### src/rtl/mcu_spi_slave_pkg.sv
// Shared constants and helpers for the MCU SPI slave: target ids, MISO magic byte,
// frame byte-position states and target strobe decode.
package mcu_spi_slave_pkg;

    localparam logic [7:0] MCU_SYS_ID = 8'd1;
    localparam logic [7:0] MCU_HID_ID = 8'd2;
    localparam logic [7:0] MCU_OSD_ID = 8'd3;
    localparam logic [7:0] MCU_SDC_ID = 8'd4;
    localparam logic [7:0] MISO_MAGIC = 8'h5C;

    typedef enum logic [1:0] {
        BYTE_ID      = 2'd0,
        BYTE_CMD     = 2'd1,
        BYTE_PAYLOAD = 2'd2
    } byte_state_e;

    // Strobe vector ordering: bit0 sys, bit1 hid, bit2 osd, bit3 sdc.
    function automatic logic [3:0] target_onehot(input logic [7:0] id);
        logic [3:0] sel;
        case (id)
            MCU_SYS_ID: sel = 4'b0001;
            MCU_HID_ID: sel = 4'b0010;
            MCU_OSD_ID: sel = 4'b0100;
            MCU_SDC_ID: sel = 4'b1000;
            default:    sel = 4'b0000;
        endcase
        return sel;
    endfunction

endpackage

### src/rtl/sync2.sv
// Generic two-flop synchronizer with a selectable idle value applied on reset.
module sync2 #(
    parameter logic RESET_VAL = 1'b0
) (
    input  logic clk,
    input  logic reset,
    input  logic d,
    output logic q
);

    logic meta_r;

    // Two-stage capture of the asynchronous input
    always_ff @(posedge clk) begin
        if (reset) begin
            meta_r <= RESET_VAL;
            q      <= RESET_VAL;
        end else begin
            meta_r <= d;
            q      <= meta_r;
        end
    end

endmodule

### src/rtl/mcu_spi_slave.sv
// SPI mode-0 slave that demultiplexes MCU frames (id, command, payload) onto
// per-target byte strobes and returns the selected target's reply on MISO.
module mcu_spi_slave
    import mcu_spi_slave_pkg::*;
(
    input  logic       clk,
    input  logic       reset,
    input  logic       spi_csn,
    input  logic       spi_sclk,
    input  logic       spi_mosi,
    output logic       spi_miso,
    output logic       data_in_start,
    output logic [7:0] data_in,
    output logic       sys_strobe,
    output logic       hid_strobe,
    output logic       osd_strobe,
    output logic       sdc_strobe,
    input  logic [7:0] sys_data_out,
    input  logic [7:0] hid_data_out,
    input  logic [7:0] osd_data_out,
    input  logic [7:0] sdc_data_out
);

    logic        csn_s;
    logic        sclk_s;
    logic        mosi_s;

    logic        sclk_prev_r;
    logic        csn_prev_r;
    logic [1:0]  settle_r;
    logic        armed_r;
    logic        active_r;
    logic [7:0]  rx_r;
    logic [2:0]  bit_cnt_r;
    logic [7:0]  target_id_r;
    logic        reply_pend_r;
    logic [7:0]  tx_r;
    logic [3:0]  strobe_r;
    logic        start_r;
    logic [7:0]  data_in_r;

    byte_state_e byte_state_r;
    byte_state_e byte_state_next;
    logic [3:0]  strobe_next;
    logic        start_next;
    logic [7:0]  reply_s;

    logic        sclk_rise_s;
    logic        sclk_fall_s;
    logic        csn_fall_s;
    logic        in_frame_s;
    logic        byte_done_s;
    logic [7:0]  rx_byte_s;

    sync2 #(.RESET_VAL(1'b1)) u_sync_csn  (.clk(clk), .reset(reset), .d(spi_csn),  .q(csn_s));
    sync2 #(.RESET_VAL(1'b0)) u_sync_sclk (.clk(clk), .reset(reset), .d(spi_sclk), .q(sclk_s));
    sync2 #(.RESET_VAL(1'b0)) u_sync_mosi (.clk(clk), .reset(reset), .d(spi_mosi), .q(mosi_s));

    // A falling csn only opens a frame once the synchronizer has flushed its reset
    // value and csn has been seen genuinely high, so a reset mid-frame stays aborted.
    assign sclk_rise_s = sclk_s & ~sclk_prev_r;
    assign sclk_fall_s = ~sclk_s & sclk_prev_r;
    assign csn_fall_s  = armed_r & csn_prev_r & ~csn_s;
    assign in_frame_s  = active_r & ~csn_s;
    assign byte_done_s = in_frame_s & sclk_rise_s & (bit_cnt_r == 3'd7);
    assign rx_byte_s   = {rx_r[6:0], mosi_s};

    // Reply byte of the currently addressed target
    always_comb begin
        reply_s = 8'h00;
        case (target_id_r)
            MCU_SYS_ID: reply_s = sys_data_out;
            MCU_HID_ID: reply_s = hid_data_out;
            MCU_OSD_ID: reply_s = osd_data_out;
            MCU_SDC_ID: reply_s = sdc_data_out;
            default:    reply_s = 8'h00;
        endcase
    end

    // Frame byte-position sequencing and strobe generation
    always_comb begin
        byte_state_next = byte_state_r;
        strobe_next     = 4'b0000;
        start_next      = 1'b0;
        if (!in_frame_s) begin
            byte_state_next = BYTE_ID;
        end else if (byte_done_s) begin
            case (byte_state_r)
                BYTE_ID: begin
                    byte_state_next = BYTE_CMD;
                end
                BYTE_CMD: begin
                    byte_state_next = BYTE_PAYLOAD;
                    strobe_next     = target_onehot(target_id_r);
                    start_next      = |target_onehot(target_id_r);
                end
                BYTE_PAYLOAD: begin
                    byte_state_next = BYTE_PAYLOAD;
                    strobe_next     = target_onehot(target_id_r);
                end
                default: begin
                    byte_state_next = BYTE_ID;
                end
            endcase
        end else begin
            byte_state_next = byte_state_r;
        end
    end

    // Edge history, frame arming and registered strobe outputs
    always_ff @(posedge clk) begin
        if (reset) begin
            sclk_prev_r  <= 1'b0;
            csn_prev_r   <= 1'b1;
            settle_r     <= 2'd0;
            armed_r      <= 1'b0;
            active_r     <= 1'b0;
            byte_state_r <= BYTE_ID;
            strobe_r     <= 4'b0000;
            start_r      <= 1'b0;
            data_in_r    <= 8'h00;
        end else begin
            sclk_prev_r  <= sclk_s;
            csn_prev_r   <= csn_s;
            byte_state_r <= byte_state_next;
            strobe_r     <= strobe_next;
            start_r      <= start_next;
            if (settle_r != 2'd2) begin
                settle_r <= settle_r + 2'd1;
            end else if (csn_s) begin
                armed_r <= 1'b1;
            end else begin
                armed_r <= armed_r;
            end
            if (csn_s) begin
                active_r <= 1'b0;
            end else if (csn_fall_s) begin
                active_r <= 1'b1;
            end else begin
                active_r <= active_r;
            end
            if (|strobe_next) begin
                data_in_r <= rx_byte_s;
            end else begin
                data_in_r <= data_in_r;
            end
        end
    end

    // Receive shifting, bit counting, target latch and MISO shift register
    always_ff @(posedge clk) begin
        if (reset) begin
            rx_r         <= 8'h00;
            bit_cnt_r    <= 3'd0;
            target_id_r  <= 8'h00;
            reply_pend_r <= 1'b0;
            tx_r         <= 8'h00;
        end else if (!in_frame_s) begin
            bit_cnt_r    <= 3'd0;
            target_id_r  <= 8'h00;
            reply_pend_r <= 1'b0;
            if (csn_fall_s) begin
                tx_r <= MISO_MAGIC;
            end else begin
                tx_r <= tx_r;
            end
        end else begin
            if (sclk_rise_s) begin
                rx_r      <= rx_byte_s;
                bit_cnt_r <= bit_cnt_r + 3'd1;
            end else begin
                rx_r      <= rx_r;
                bit_cnt_r <= bit_cnt_r;
            end
            if (byte_done_s && (byte_state_r == BYTE_ID)) begin
                target_id_r <= rx_byte_s;
            end else begin
                target_id_r <= target_id_r;
            end
            if (byte_done_s) begin
                reply_pend_r <= 1'b1;
            end else if (sclk_fall_s) begin
                reply_pend_r <= 1'b0;
            end else begin
                reply_pend_r <= reply_pend_r;
            end
            if (sclk_fall_s) begin
                tx_r <= reply_pend_r ? reply_s : {tx_r[6:0], 1'b0};
            end else begin
                tx_r <= tx_r;
            end
        end
    end

    assign spi_miso      = tx_r[7];
    assign data_in_start = start_r;
    assign data_in       = data_in_r;
    assign sys_strobe    = strobe_r[0];
    assign hid_strobe    = strobe_r[1];
    assign osd_strobe    = strobe_r[2];
    assign sdc_strobe    = strobe_r[3];

endmodule

### config.mk
export PLATFORM = sky130hd
export DESIGN_NAME = mcu_spi_slave
export DESIGN_NICKNAME = d
export VERILOG_FILES = /design/src/rtl/mcu_spi_slave_pkg.sv /design/src/rtl/sync2.sv /design/src/rtl/mcu_spi_slave.sv
export SDC_FILE = /design/constraint.sdc
export NUM_CORES = 1
export LEC_CHECK = 0
export BUFFER_PORTS_ARGS = -buffer_cell sky130_fd_sc_hd__buf_2
export CAP_MARGIN = 20
export CORE_UTILIZATION = 50
export CTS_CLUSTER_SIZE = 20
export DETAILED_ROUTE_END_ITERATION = 6
export PLACE_DENSITY = 0.83
export SLEW_MARGIN = 25
export SYNTH_ARGS = -nofsm -noshare
export SYNTH_HDL_FRONTEND = slang
export SYNTH_SLANG_ARGS = --single-unit
### constraint.sdc
create_clock -name clk -period 1.8 [get_ports clk]
set_input_delay 0.27 -clock clk [delete_from_list [all_inputs] [get_ports clk]]
set_output_delay 0.27 -clock clk [all_outputs]
set_load 0.02 [all_outputs]
-- Yosys cells after proc, flatten, opt, wreduce, memory -nomap -nowiden
Index checks and enable logic that the tools add are counted.
- flip-flop bits (word level): 54
- output and inout port bits: 14
- word-level logic and storage cells: 73
- add/subtract/negate cells: 2
- equality and inequality tests: 9
- mux-type cells: 15
- bitwise gates (word level): 14
- reductions and logical operators: 13
- operators with widths (cell ; count):
    $mux W8 ; 4
    $pmux W8 S4 ; 1
    $mux W4 ; 6
    $eq A8 B2 Y1 const B ; 2
    $pmux W4 S4 ; 1
    $reduce_or A4 Y1 ; 3
    $eq A8 B1 Y1 const B ; 1
    $eq A8 B3 Y1 const B ; 1
    $and A1 B1 Y1 ; 7
    $not A1 Y1 ; 7
    $reduce_and A2 Y1 ; 3
    $reduce_or A2 Y1 ; 3
    $ne A2 B2 Y1 const B ; 2
    $pmux W2 S2 ; 1
    $reduce_bool A2 Y1 ; 2
    $add A3 B1 Y3 const B ; 1
    $eq A3 B3 Y1 const B ; 1
    $add A2 B1 Y2 const B ; 1
    $eq A2 B1 Y1 const B ; 1
    $eq A2 B2 Y1 const B ; 1
    $logic_not A2 Y1 ; 1
    $mux W1 ; 2
    $logic_and A1 B1 Y1 ; 1

-- Logic depth before layout (Yosys ltp)
Gate-level depths: netlist (run 1).
- depth in word-level cells: 7
- mapped depth: 6
- depth with buffers taken out: 6

-- Hierarchy
A second synthesis (run 1) with hierarchy kept.
- cells, all modules: 243
- area total of the unflattened synthesis: 2414.8 µm²
- modules (own cells, without submodules) (module ; times used ; cells each ; area an instance (µm²) ; seq. area each (µm²)):
    mcu_spi_slave ; 1 ; 231 ; 2257.2 ; 960.9
    sync2 ; 3 ; 4 ; 52.6 ; 40.0

-- Worst setup path after synthesis (run 1)
No wires, ideal clock.
- path kind: register to register
- start: register bit_cnt_r[0]
- end: register strobe_r[1]
- setup time: 0.096 ns
- data arrival time: 1.378 ns
- required time: 1.704 ns
- setup slack: 0.326 ns
- stages on the path, launching flop included: 6
- path through: dfxtp_1 ha_1 ha_1 nor4bb_1 nand4_1 nor4b_1
- cells in the longest elaborated chain, start to end: 4
- ends and longest elaborated chain (element ; line ; text):
    start, declared ; mcu_spi_slave.sv:34 ; logic [2:0] bit_cnt_r;
    start signal, assigned ; mcu_spi_slave.sv:170 ; bit_cnt_r <= bit_cnt_r + 3'd1;
    start signal, assigned ; mcu_spi_slave.sv:173 ; bit_cnt_r <= bit_cnt_r;
    $eq A3 B3 Y1 ; mcu_spi_slave.sv:65 ; assign byte_done_s = in_frame_s & sclk_rise_s & (bit_cnt_r == 3'd7);
    $and A1 B1 Y1 ; mcu_spi_slave.sv:65 ;
    $mux W4 ; mcu_spi_slave.sv:87 ; end else if (byte_done_s) begin
    $mux W4 ; mcu_spi_slave.sv:85 ; if (!in_frame_s) begin
    end signal, assigned ; mcu_spi_slave.sv:126 ; strobe_r <= strobe_next;
    end, declared ; mcu_spi_slave.sv:38 ; logic [3:0] strobe_r;
Every way passes these cells.
A chain may end at the register's enable or synchronous reset.

-- Worst setup path in the final report (run 1)
- start: register bit_cnt_r[0]
- end: register strobe_r[0]
The elaborated chain is that of the path after synthesis.

==> results of run 1 <==
==> final cells by class <==
type / instances / area share (%)
multi-input cells: 172 / 44.3
flip-flops and latches: 54 / 37.9
repair buffers: 59 / 11.6
clock buffers: 7 / 3.02
well taps: 52 / 2.28
inverters: 6 / 0.789
clock inverters: 1 / 0.175
==> cells in the mapped netlist (2+ instances only) <==
cell | n | area [um2]
nor4bb_1 | 2 | 20.0
nor3_1 | 2 | 10.0
clkbuf_1 | 6 | 22.5
o21ai_1 | 5 | 25.0
a21oi_1 | 6 | 30.0
nor2b_1 | 7 | 43.8
a311oi_2 | 4 | 60.1
nand4_1 | 2 | 12.5
nand2_1 | 5 | 18.8
nand3b_1 | 2 | 15.0
buf_4 | 3 | 22.5
a32o_1 | 4 | 40.0
dfxtp_1 | 54 | 1080
nand2b_1 | 21 | 131
inv_1 | 6 | 22.5
a22oi_1 | 3 | 22.5
o22ai_1 | 2 | 12.5
mux2i_1 | 33 | 330
nand3_1 | 2 | 10.0
a221oi_1 | 3 | 26.3
ha_1 | 6 | 75.1
nor2_1 | 39 | 146
or2_2 | 2 | 12.5
==> logic make-up (layout without fill, tap and decap cells) <==
| family | count (synthesis) | count (layout) | synth area share (%) |
|---|---|---|---|
| AND/OR/NAND/NOR | 97 | 97 | 22.7 |
| flip-flops | 54 | 54 | 44.7 |
| XOR/XNOR | 2 | 2 | 0.724 |
| adder cells (fa/ha/maj) | 6 | 6 | 3.10 |
| multiplexers | 33 | 33 | 13.7 |
| AO/OA/AOI/OAI | 34 | 34 | 11.7 |
| buffers and inverters | 17 | 73 | 3.46 |
==> worst paths after layout <==
path | startpoint | endpoint | slack, ps | cells after the start
worst max-delay path | bit_cnt_r[0] | strobe_r[0] | 160 | 6
worst max register to register | bit_cnt_r[0] | strobe_r[0] | 160 | 6
worst min-delay path | spi_csn | u_sync_csn.meta_r | 160 | 2
worst min register to register | u_sync_csn.meta_r | u_sync_csn.q | 420 | 1
==> where the power goes <==
group	internal, mW	switching (mW)
clock	0.311	0.357
combinational	0.0958	0.0889
sequential	1.23	0.0266
==> registers in the layout, indices dropped and copies added (netlist names) <==
signal and count:
strobe_r 4, byte_state_r 2, data_in_start 1, settle_r 2
u_sync_sclk.meta_r 1, active_r 1, target_id_r 8, bit_cnt_r 3
u_sync_mosi.q 1, data_in 8, tx_r 8, csn_prev_r 1
u_sync_csn.meta_r 1, u_sync_sclk.q 1, reply_pend_r 1, u_sync_csn.q 1
armed_r 1, u_sync_mosi.meta_r 1, rx_r 7, sclk_prev_r 1
==> what timing repair did <==
item | 4_1_cts | 5_1_grt
setup endpoints to repair | 0 | 2
resized for setup | 0 | 2
setup buffers | 0 | 1
==> metrics by stage <==
stage | cells | util [%] | area (um2)
4_1_cts | 350 | 63.0 | 2840
5_1_grt | 351 | 63.4 | 2850
6_report | 351 | 63.4 | 2850
2_1_floorplan | 243 | - | 2420
3_5_place_dp | 342 | 61.0 | 2750
3_3_place_gp | 342 | 61.0 | 2750
==> per-layer routing <==
metal / up-vias / global-route usage, % / share of wire, %
met4: 0 / 8.06 / 1.9
met1: 896 / 24.5 / 46
met5: - / 0 / 0
met2: 67 / 34.0 / 48
li1: 958 / - / -
met3: 11 / 3.52 / 4.8
==> placed cells by master (no fill, tap or decap), types with 2 or more instances in the layout <==
master,n
buf_2,50
nor2_1,39
o21ai_1,5
a21oi_1,6
a311oi_2,4
dfxtp_1,54
nand2b_1,21
a32o_1,4
nand2_1,5
nand4_1,2
nor3_1,2
inv_1,6
or2_2,2
nor2b_1,7
a22oi_1,3
buf_4,8
mux2i_1,33
a221oi_1,3
nand3b_1,2
clkbuf_8,6
nand3_1,2
o22ai_1,2
ha_1,5
==> critical path, delay by kind of cell (launching register included) <==
| family | cells | cell delay (ps) |
|---|---|---|
| buffers and inverters | 1 | 200 |
| DFF | 1 | 360 |
| adders and majority gates | 2 | 440 |
| and+or+nand+nor | 3 | 580 |
==> results_dict.tcl, run 1 <==
set metrics [dict create \
    die_w_um 71.6 \
    io_buffers 50 \
    period_needed_ps 1640 \
    fin_total_pwr_mw 2.11 \
    synth_edf_count 0 \
    via_count 1932 \
    slowest_stage "dfxtp_1" \
    cpPeakStageDelay_ps 360 \
    grt_use_total_pct 19.7 \
    postSynthAreaPerCell_um2 9.96 \
    drv_slew 0 \
    p_leak_nw 1.11 \
    fp.dieH_um 71.6 \
    io_pins 51 \
    async_flop_share_pct 0 \
    ctsHoldBuffers 0 \
    yosys_warnings 0 \
    syn_area_um2 2420 \
    worstSetupPathType "register to register" \
    synth.distinct_cells 47 \
    clock.fmax_mhz 609 \
    cp.required_ps 2020 \
    fin_skew_ps 8.39 \
    hold_viol 0 \
    place_ws_ps 116 \
    cts_tree "built" \
    fp-row-count 24 \
    seqCellArea_um2 1080 \
    hold_ws_ps 156 \
    antenna_found_initial 0 \
    grt_pass1_wl_mm 7.93 \
    worstMarginPinSlew_ps 427 \
    core_area_um2 4500 \
    crit_chain "ha_1, ha_2, nor4bb_2, nand4_1, buf_4, nor3_1" \
    die_area_um2 5120 \
    diodes 0 \
    nets 341 \
    netlist_instances 243 \
    setup_violations 0 \
    multiInputGateArea_um2 1260 \
    ant_nets 0 \
    clock_path_buffers 2 \
    first_pass_iters 4 \
    ys.flop_type "dfxtp_1" \
    numCtsBuffers 5 \
    clkTransAtPathRegs_ps 90 \
    dp_hpwl_mm 3.55 \
    grt_pass1_vias 1800 \
    syn_nets 286 \
    overflow 0 \
    start_util_pct 53.7 \
    yosys_register_bits 54 \
    status "finished, final reports clean" \
    area_growth_pct 17.9 \
    timing.final.crit_share_pct 91.2 \
    via_per_inst 5.50 \
    ys_seq_area_share_pct 44.7 \
    fin_ws_ps 159 \
    globalplace.congestion 0.793 \
    clk_latency_ps 300 \
    max_cap_viol_count 0 \
    peakVddDrop_mv 0.523 \
    cts_root_buf "clkbuf_8" \
    drc 0 \
    drtIter0Drc 124 \
    grt_max_degree 26 \
    worstSetupEndpointType "register" \
    drive_above_1_share_pct 27.1 \
    cts.sinks 54 \
    tns_ps 0 \
    powerDensity_nw_per_um2 740 \
    critical_path.max_fanout 6 \
    slew_headroom_pct 71.5 \
    hp-class "input port to register" \
    fillCellCount 364 \
    cp.arrival_ps 1860 \
    htree_levels 2 \
    avgRoutedWirePerCell_um 13.9 \
    start_kind "register" \
    drt-total-wl_mm 4.89 \
]
(Power assumes the default switching activity.)
==> run 2: changes to the inputs <==
- GPL_TIMING_DRIVEN: unset -> 1
- SLEW_MARGIN: 25 -> 20
- clock period: 1.8 -> 2 ns (I/O delays scaled with it)
==> results_dict.tcl, run 2 (same netlist as run 1, synthesis figures left out) <==
set metrics [dict create \
    final_cell_mix "dfxtp_1 (54), buf_2 (50), nor2_1 (39)" \
    critPathLaunch "bit_cnt_r[0]" \
    critical_path.max_fanout 6 \
    p_leak_nw 1.09 \
    overflow 0 \
    via_count 1921 \
    fin_skew_ps 8.77 \
    status "finished, final reports clean" \
    drc 0 \
    post_cts_buffers 0 \
    avgRoutedWirePerCell_um 14.0 \
    finalNonFillerCells 347 \
    drv_slew 0 \
    start_util_pct 53.7 \
    final_common_cell "dfxtp_1" \
    worstSetupPathType "register to register" \
    setup_violations 0 \
    clkTransAtPathRegs_ps 100 \
    timing.rr.start "bit_cnt_r[0]" \
    seqCellArea_um2 1080 \
    cp.arrival_ps 1890 \
    max_cap_viol_count 0 \
    grt_max_degree 29 \
    fp.dieH_um 71.6 \
    rsz0062_at_grt "false" \
    fp-row-count 24 \
    cp.required_ps 2230 \
    globalplace.congestion 0.790 \
    rr_endpoint "strobe_r[1]" \
    die_w_um 71.6 \
    grt_pass1_wl_mm 7.87 \
    hold_ws_ps 170 \
    clock.fmax_mhz 601 \
    cts_root_buf "clkbuf_8" \
    drt-total-wl_mm 4.84 \
    post_cts_resized 0 \
    clk_latency_ps 310 \
    nets 337 \
    ctsHoldBuffers 0 \
    fin_total_pwr_mw 2.02 \
    ant_nets 0 \
    via_per_inst 5.54 \
    powerDensity_nw_per_um2 716 \
    drtIter0Drc 155 \
    slew_headroom_pct 71.0 \
    r2r_setup_slack_ps 340 \
    start_kind "register" \
    worstMarginPinSlew_ps 431 \
    grt_pass1_vias 1774 \
    worstSetupEndpointType "register" \
    die_area_um2 5120 \
    cts.sinks 54 \
    io_buffers 50 \
    area_growth_pct 16.6 \
    period_needed_ps 1660 \
    tns_ps 0 \
    htree_levels 2 \
    drive_above_1_share_pct 25.4 \
    first_pass_iters 4 \
    antenna_found_initial 0 \
    hold_path_startpoint "spi_csn" \
    grt_use_total_pct 19.9 \
    dp_hpwl_mm 3.63 \
    clock_path_buffers 2 \
    diodes 0 \
    cts_tree "built" \
    peakVddDrop_mv 0.450 \
    io_pins 51 \
    core_area_um2 4500 \
    timing.final.crit_share_pct 83.2 \
    hp-class "input port to register" \
    numCtsBuffers 5 \
    multiInputGateArea_um2 1250 \
    place_inst 339 \
    hold_viol 0 \
    fillCellCount 379 \
    r2r_cells 5 \
    cp-endpoint "strobe_r[1]" \
]
## run 2: cell count changes in the layout (fill, tap and decap cells not counted), sizes merged
cell / delta
buf: -4
bufinv: +1
clkbuf: -1
clkinv: -1
clkinvlp: +1
## run 2: cell type report
class,instances,area share (%)
Multi-Input combinational cell,172,44.5
Sequential cell,54,38.3
Timing Repair Buffer,55,10.2
Clock buffer,6,2.57
Tap cell,52,2.31
Clock inverter,2,1.33
Inverter,6,0.798
## run 2: critical path: stages, from the launching register on
cell and delay, ps:
dfxtp_1 360, ha_1 160, ha_1 290, nor4bb_1 260
nand4_1 210, nor4b_1 310
## run 2: metal layers
layer | wire length (um) | vias to the layer above | track usage (%)
met5 | 0 | - | 0
met4 | 80 | 0 | 7.19
met3 | 336 | 9 | 5.49
met2 | 2280 | 68 | 34.2
met1 | 2150 | 891 | 24.0
li1 | - | 953 | -
## run 2: stage by stage
stage                     setup slack [ps]  util [%]  cell area (um2)
after global routing                   214      62.6             2820
after global placement                 445      60.2             2710
after CTS                              339      62.6             2820
after detailed placement               356      60.2             2710
after floorplan                        526         -             2420
final                                  336      62.6             2820
## run 2: power by group
part	leakage, nW	total (mW)	internal [mW]	switching (mW)
Combinational	0.602	0.163	0.0843	0.0790
Sequential	0.437	1.14	1.11	0.0249
Clock	0.0514	0.722	0.374	0.348
## run 2: worst min-delay path by stage
stage	endpoint	slack, ps	cells past startpoint
after global placement	u_sync_csn.q	390	1
after global routing	u_sync_csn.meta_r	170	2
after floorplan	u_sync_csn.q	390	1
after detailed placement	u_sync_csn.q	400	1
after CTS	u_sync_csn.meta_r	160	2
final	u_sync_csn.meta_r	170	2
